$ cat config.mk
export PLATFORM = sky130hd
export DESIGN_NAME = mw_addsub_seq
export DESIGN_NICKNAME = d
export VERILOG_FILES = /design/src/rtl/mw_addsub_seq.sv
export SDC_FILE = /design/constraint.sdc
export NUM_CORES = 1
export LEC_CHECK = 0
export BUFFER_PORTS_ARGS = -buffer_cell sky130_fd_sc_hd__buf_2
export CORE_AREA = 2 2 73 75
export DETAILED_ROUTE_END_ITERATION = 7
export DIE_AREA = 0 0 75 77
export PLACE_DENSITY = 0.79
export SLEW_MARGIN = 20
export SYNTH_ARGS = -nofsm -noshare
export SYNTH_HDL_FRONTEND = slang
export SYNTH_SLANG_ARGS = --single-unit
$ cat constraint.sdc
create_clock -name clk -period 5.2 [get_ports clk]
set_clock_uncertainty 0.1 [all_clocks]
set_input_delay 1.3 -clock clk [delete_from_list [all_inputs] [get_ports clk]]
set_output_delay 1.3 -clock clk [all_outputs]
set_load 0.01 [all_outputs]
$ cat src/rtl/mw_addsub_seq.sv
// Multi-word add/subtract sequencer: LSW-first operand stream in, result words out, final flags.
// Optional carry-in port for ADC-style chaining is enabled by defining MW_ADDSUB_CIN_EN.
module mw_addsub_seq #(
  parameter int WORD_SIZE = 16,
  parameter int CNT_W     = 8
) (
  input  logic                 clk,
  input  logic                 rst,
  input  logic                 start,
  input  logic                 sub,
  input  logic [CNT_W-1:0]     num_words,
`ifdef MW_ADDSUB_CIN_EN
  input  logic                 cin,
`endif
  output logic                 busy,
  input  logic                 in_valid,
  output logic                 in_ready,
  input  logic [WORD_SIZE-1:0] x,
  input  logic [WORD_SIZE-1:0] y,
  output logic                 out_valid,
  input  logic                 out_ready,
  output logic [WORD_SIZE-1:0] sum,
  output logic                 out_last,
  output logic                 done,
  output logic                 cout,
  output logic                 zero,
  output logic                 ovf
);

  typedef enum logic [1:0] {
    IDLE,
    RUN,
    DRAIN
  } state_t;

  localparam int MSB = WORD_SIZE - 1;

  state_t             state;
  state_t             state_nx;
  logic               sub_q;
  logic [CNT_W-1:0]   cnt;
  logic               carry;
  logic               zacc;
  logic               ovf_p;
  logic [WORD_SIZE-1:0] y_eff;
  logic [WORD_SIZE:0]   wsum;
  logic               in_fire;
  logic               out_fire;
  logic               last_word;
  logic               fin;
  logic               start_ok;
  logic               c_first;

  assign y_eff     = sub_q ? ~y : y;
  assign wsum      = {1'b0, x} + {1'b0, y_eff}
                   + {{WORD_SIZE{1'b0}}, carry};
  assign in_fire   = in_valid && in_ready;
  assign out_fire  = out_valid && out_ready;
  assign last_word = (cnt == CNT_W'(1));
  assign fin       = (state == DRAIN) && out_fire && out_last;
  assign start_ok  = (state == IDLE) && start;
  assign busy      = (state != IDLE);

`ifdef MW_ADDSUB_CIN_EN
  assign c_first = sub ? 1'b1 : cin;
`else
  assign c_first = sub;
`endif

  // State register
  always_ff @(posedge clk or posedge rst) begin
    if (rst) state <= IDLE;
    else     state <= state_nx;
  end

  // Next-state and input handshake readiness
  always_comb begin
    state_nx = state;
    in_ready = 1'b0;
    unique case (state)
      IDLE: begin
        if (start) state_nx = RUN;
      end
      RUN: begin
        in_ready = !out_valid || out_ready;
        if (in_fire && last_word) state_nx = DRAIN;
      end
      DRAIN: begin
        if (fin) state_nx = IDLE;
      end
      default: state_nx = IDLE;
    endcase
  end

  // Operation context, carry chain and output word register
  always_ff @(posedge clk or posedge rst) begin
    if (rst) begin
      sub_q     <= 1'b0;
      cnt       <= '0;
      carry     <= 1'b0;
      zacc      <= 1'b1;
      ovf_p     <= 1'b0;
      sum       <= '0;
      out_valid <= 1'b0;
      out_last  <= 1'b0;
    end else begin
      if (start_ok) begin
        sub_q <= sub;
        cnt   <= (num_words == '0) ? CNT_W'(1) : num_words;
        carry <= c_first;
        zacc  <= 1'b1;
      end
      if (in_fire) begin
        sum       <= wsum[MSB:0];
        out_valid <= 1'b1;
        out_last  <= last_word;
        carry     <= wsum[WORD_SIZE];
        zacc      <= zacc && (wsum[MSB:0] == '0);
        cnt       <= cnt - CNT_W'(1);
        ovf_p     <= (x[MSB] == y_eff[MSB])
                  && (wsum[MSB] != x[MSB]);
      end else if (out_fire) begin
        out_valid <= 1'b0;
        out_last  <= 1'b0;
      end
    end
  end

  // Completion pulse and sticky result flags
  always_ff @(posedge clk or posedge rst) begin
    if (rst) begin
      done <= 1'b0;
      cout <= 1'b0;
      zero <= 1'b1;
      ovf  <= 1'b0;
    end else begin
      done <= fin;
      if (fin) begin
        cout <= carry;
        zero <= zacc;
        ovf  <= ovf_p;
      end
    end
  end

endmodule

==> metrics.md <==
| Metric | Value |
|---|---|
| Status | `finished, final reports clean` |
| Worst setup EP type | `flop` |
| Die height | `77 microns` |
| Maximum vdd drop | `slightly above 0.0003 V` |
| Rel. slew slack | `56.9%` |
| Yosys Warn Count | `0` |
| Netlist cell types | `52` |
| CTS Sinks | `36` |
| Total Nets Final | `between 400 and 500` |
| Drt pass-1 iters | `4` |
| Met2 Use GR | `roughly 36%` |
| Post-synth EDFFs | `0` |
| ANT nets after route | `0` |
| Period utilization | `about three quarters` |
| Net Sw Frac | `45.6%` |
| Post-synthesis xor/xnor area fraction | `roughly 8.2%` |
| Sum Neg Setup Slack | `0 ns` |
| Final Core Density | `~63%` |
| Top Ports | `70` |
| Post-DP HPWL | `around 4.7 mm` |
| CTS tree | `done` |
| Synth Area in Compound Gates | `between 20% and 30%` |
| DRC Markers | `0` |
| RSZ-0062 raised after global routing | `false` |
| Row Count | `26` |
| Fmax | `between 200 and 300 MHz` |
| Crit path max fanout | `3` |
| GRT busiest layer | `met2` |
| Reg power frac | `between 20% and 30%` |
| Antenna cells | `0` |
| Biggest area consumer among synthesized cells | `dfrtp_1` |
| P_leak | `1.56 nW` |
| Synth area leaders | `dfrtp_1 (33%), ha_1 (8.3%), nand2_1 (7.3%)` |
| Crit path launch type | `input pin` |
| Clock transition at the registers of the reported paths | `0.07 ns` |
| Register bit total from synthesis | `36` |
| GP Congestion | `0.872` |
| Synth Instances | `just under 300` |
| Crit path kind | `in -> reg` |
| Vias | `2,407` |
| DP Area | `between 2000 and 3000 sq um` |
| Post-CTS Hold Fix Bufs | `0` |
| Final setup fails | `0` |
| Core ar. | `around 5000 sq um` |
| Slew Limit Fails | `0` |
| Worst-Margin Slew | `roughly 0.64 ns` |
| Num CTS Buffers | `5` |
| Comb power frac | `between 60% and 70%` |
| Post-CTS Setup Inserts | `0` |
| Clock Power Share | `13.6%` |
| Critical path required time | `between 5 and 6 ns` |
| Largest family of logic cells by synthesized area | `compound AO/OA/AOI/OAI gates` |
| Final hold viol count | `0` |
| Die X | `between 70 and 80 microns` |
| Proportion of layout cells with a drive suffix above 1 | `approximately 25%` |
| Initial antenna violation count | `0` |
| Area added between synthesis and finish | `21.2%` |
| Hold Slack | `~0.37 ns` |
| Vias per inst | `roughly 5.6` |
| Share of the synthesized area in the top cell type | `33.1%` |
| First-pass GRT wire length | `9.92 mm` |
| Gr usage total | `a little over a fifth` |
| Initial Util | `51.7%` |
| Clk_lat worst skew | `between 0.2 and 0.3 ns` |
| Port Buffers | `between 60 and 70` |
| Internal power | `roughly 1.1 mW` |
| Pwr Density | `a little over 600 nW/um^2` |
| CTS Root Cell | `clkbuf_8` |
| M1 GR Usage | `27.5%` |
| Max-capacitance violation count | `0` |
| Pin count of the biggest net entering global routing | `38` |
| Area of the die | `between 5000 and 6000 sq um` |
| Post-CTS sizing | `0` |
| Syn nets | `between 300 and 400` |
| Mux cell area share after synthesis | `between 1 and 1.5%` |
| GR Overflow Total | `0` |
| Worst endpoint data arrival time | `roughly 3.9 ns` |
| WL final | `5.97 mm` |
| Main synth FF type | `dfrtp_1` |
| Met3 usage | `4.20%` |
| Vias in the first global route | `about 2.3k` |
| Mapped cell area | `about 2600 sq um` |
| Synth Area in Adders | `9.82%` |
| H-Tree Depth | `2` |
| Iteration-0 DRC Markers | `~110` |
| Fin area | `a little over 3000 sq um` |
| Post-Synth Simple-Gate Area | `about a fifth` |
| Sw Pwr | `0.887 mW` |
| Seq/Total Area, Yosys | `35.1%` |
| Period minus WS final | `~3.9 ns` |
| Hold Path Class | `reg -> reg` |
| Mean Syn Cell Area | `a little under 9 sq um` |
| CTS Buffer Depth | `2` |
| Post-synth ARST share | `100%` |
| Drt wl/cell | `13.8 microns` |
-- synth_stat cells, drive strengths merged, types with 3 or more instances --
master  instances
xor2           17
dfrtp          34
o21ai          16
a211o           3
o31ai           5
ha             17
a21oi          20
nor3            5
nor2           10
nand3          12
nand3b          3
a21o            9
or3             3
xnor2           7
inv            13
o211ai          6
nand2          51
clkbuf         10
mux2            3
nand2b          4
nor4            3
-- worst paths after layout --
path / end / startpoint / cells after the start / slack (ns)
min: sum[12] / sum[12] / 2 / 0.37
max reg2reg: carry / sub_q / 12 / 1.79
max: carry / y[0] / 12 / 1.33
max in group asynchronous: zacc / rst / 3 / 3.66
min reg2reg: sum[12] / sum[12] / 2 / 0.37
min in group asynchronous: sum[7] / rst / 3 / 1.00
-- power by group through the flow --
| stage | Combinational (mW) | Sequential (mW) | Clock (mW) |
|---|---|---|---|
| global route | 1.34 | 0.495 | 0.280 |
| detailed placement | 1.19 | 0.484 | 0 |
| finish | 1.20 | 0.479 | 0.264 |
| CTS | 1.19 | 0.479 | 0.269 |
| global placement | 1.16 | 0.478 | 0 |
| floorplan | 0.873 | 0.494 | 0 |
-- cells by family (layout without fill, tap and decap cells) --
group / after synthesis / after routing
mux: 3 / 3
buf+inv: 23 / 93
compound gates: 83 / 83
simple gates: 104 / 104
fa+ha+maj: 19 / 19
xor+xnor: 24 / 24
flops: 36 / 36
-- per-layer routing --
layer / vias to the layer above / part of all wire (%)
li1: 1194 / -
met1: 1103 / 44
met2: 88 / 49
met3: 22 / 4.5
met4: 0 / 3.1
met5: - / 0
-- cell type report --
class	count	area (sq um)
clock inverter	1	30.0
clock buffer	7	96.3
sequential	36	903
inverter	13	48.8
timing repair buffer	72	368
fill	450	1860
tap	70	87.6
multi-input combinational	233	1580
-- critical path: stages --
cell and delay (ns):
buf_2 0.10, xnor2_1 0.16, fa_1 0.21, inv_1 0.05
fa_1 0.39, a21o_1 0.21, a211o_1 0.29, a2111o_1 0.42
a41o_1 0.28, a21o_1 0.20, a211oi_2 0.21, a31oi_1 0.06
-- placed cells by master (no fill, tap or decap), types with 4 or more instances in the layout --
cell type and instances:
o31ai_1 5, o211ai_1 6, xor2_1 17, dfrtp_1 34, nand3_1 12, nand2b_1 4, buf_2 69, inv_1 13
a21o_1 9, a21oi_1 20, nor2_1 10, ha_1 17, nand2_1 50, o21ai_0 15, nor3_1 5, xnor2_1 7
clkbuf_8 7
-- sequential cells by signal, summed over array words and instances, names as in the netlist --
| register | cells |
|---|---|
| out_last | 1 |
| ovf | 1 |
| cout | 1 |
| sub_q | 1 |
| zacc | 1 |
| zero | 1 |
| ovf_p | 1 |
| state | 2 |
| cnt | 8 |
| sum | 16 |
| out_valid | 1 |
| carry | 1 |
| done | 1 |
-- stage by stage --
step / setup slack (ns) / instances / power [mW]
finish: 1.33 / 432 / 1.94
global route: 1.21 / 432 / 2.11
CTS: 1.37 / 432 / 1.94
detailed placement: 1.08 / 424 / 1.67
global placement: 1.13 / 424 / 1.64
floorplan: 1.36 / 292 / 1.37
Power figures use the tool's default switching activity.
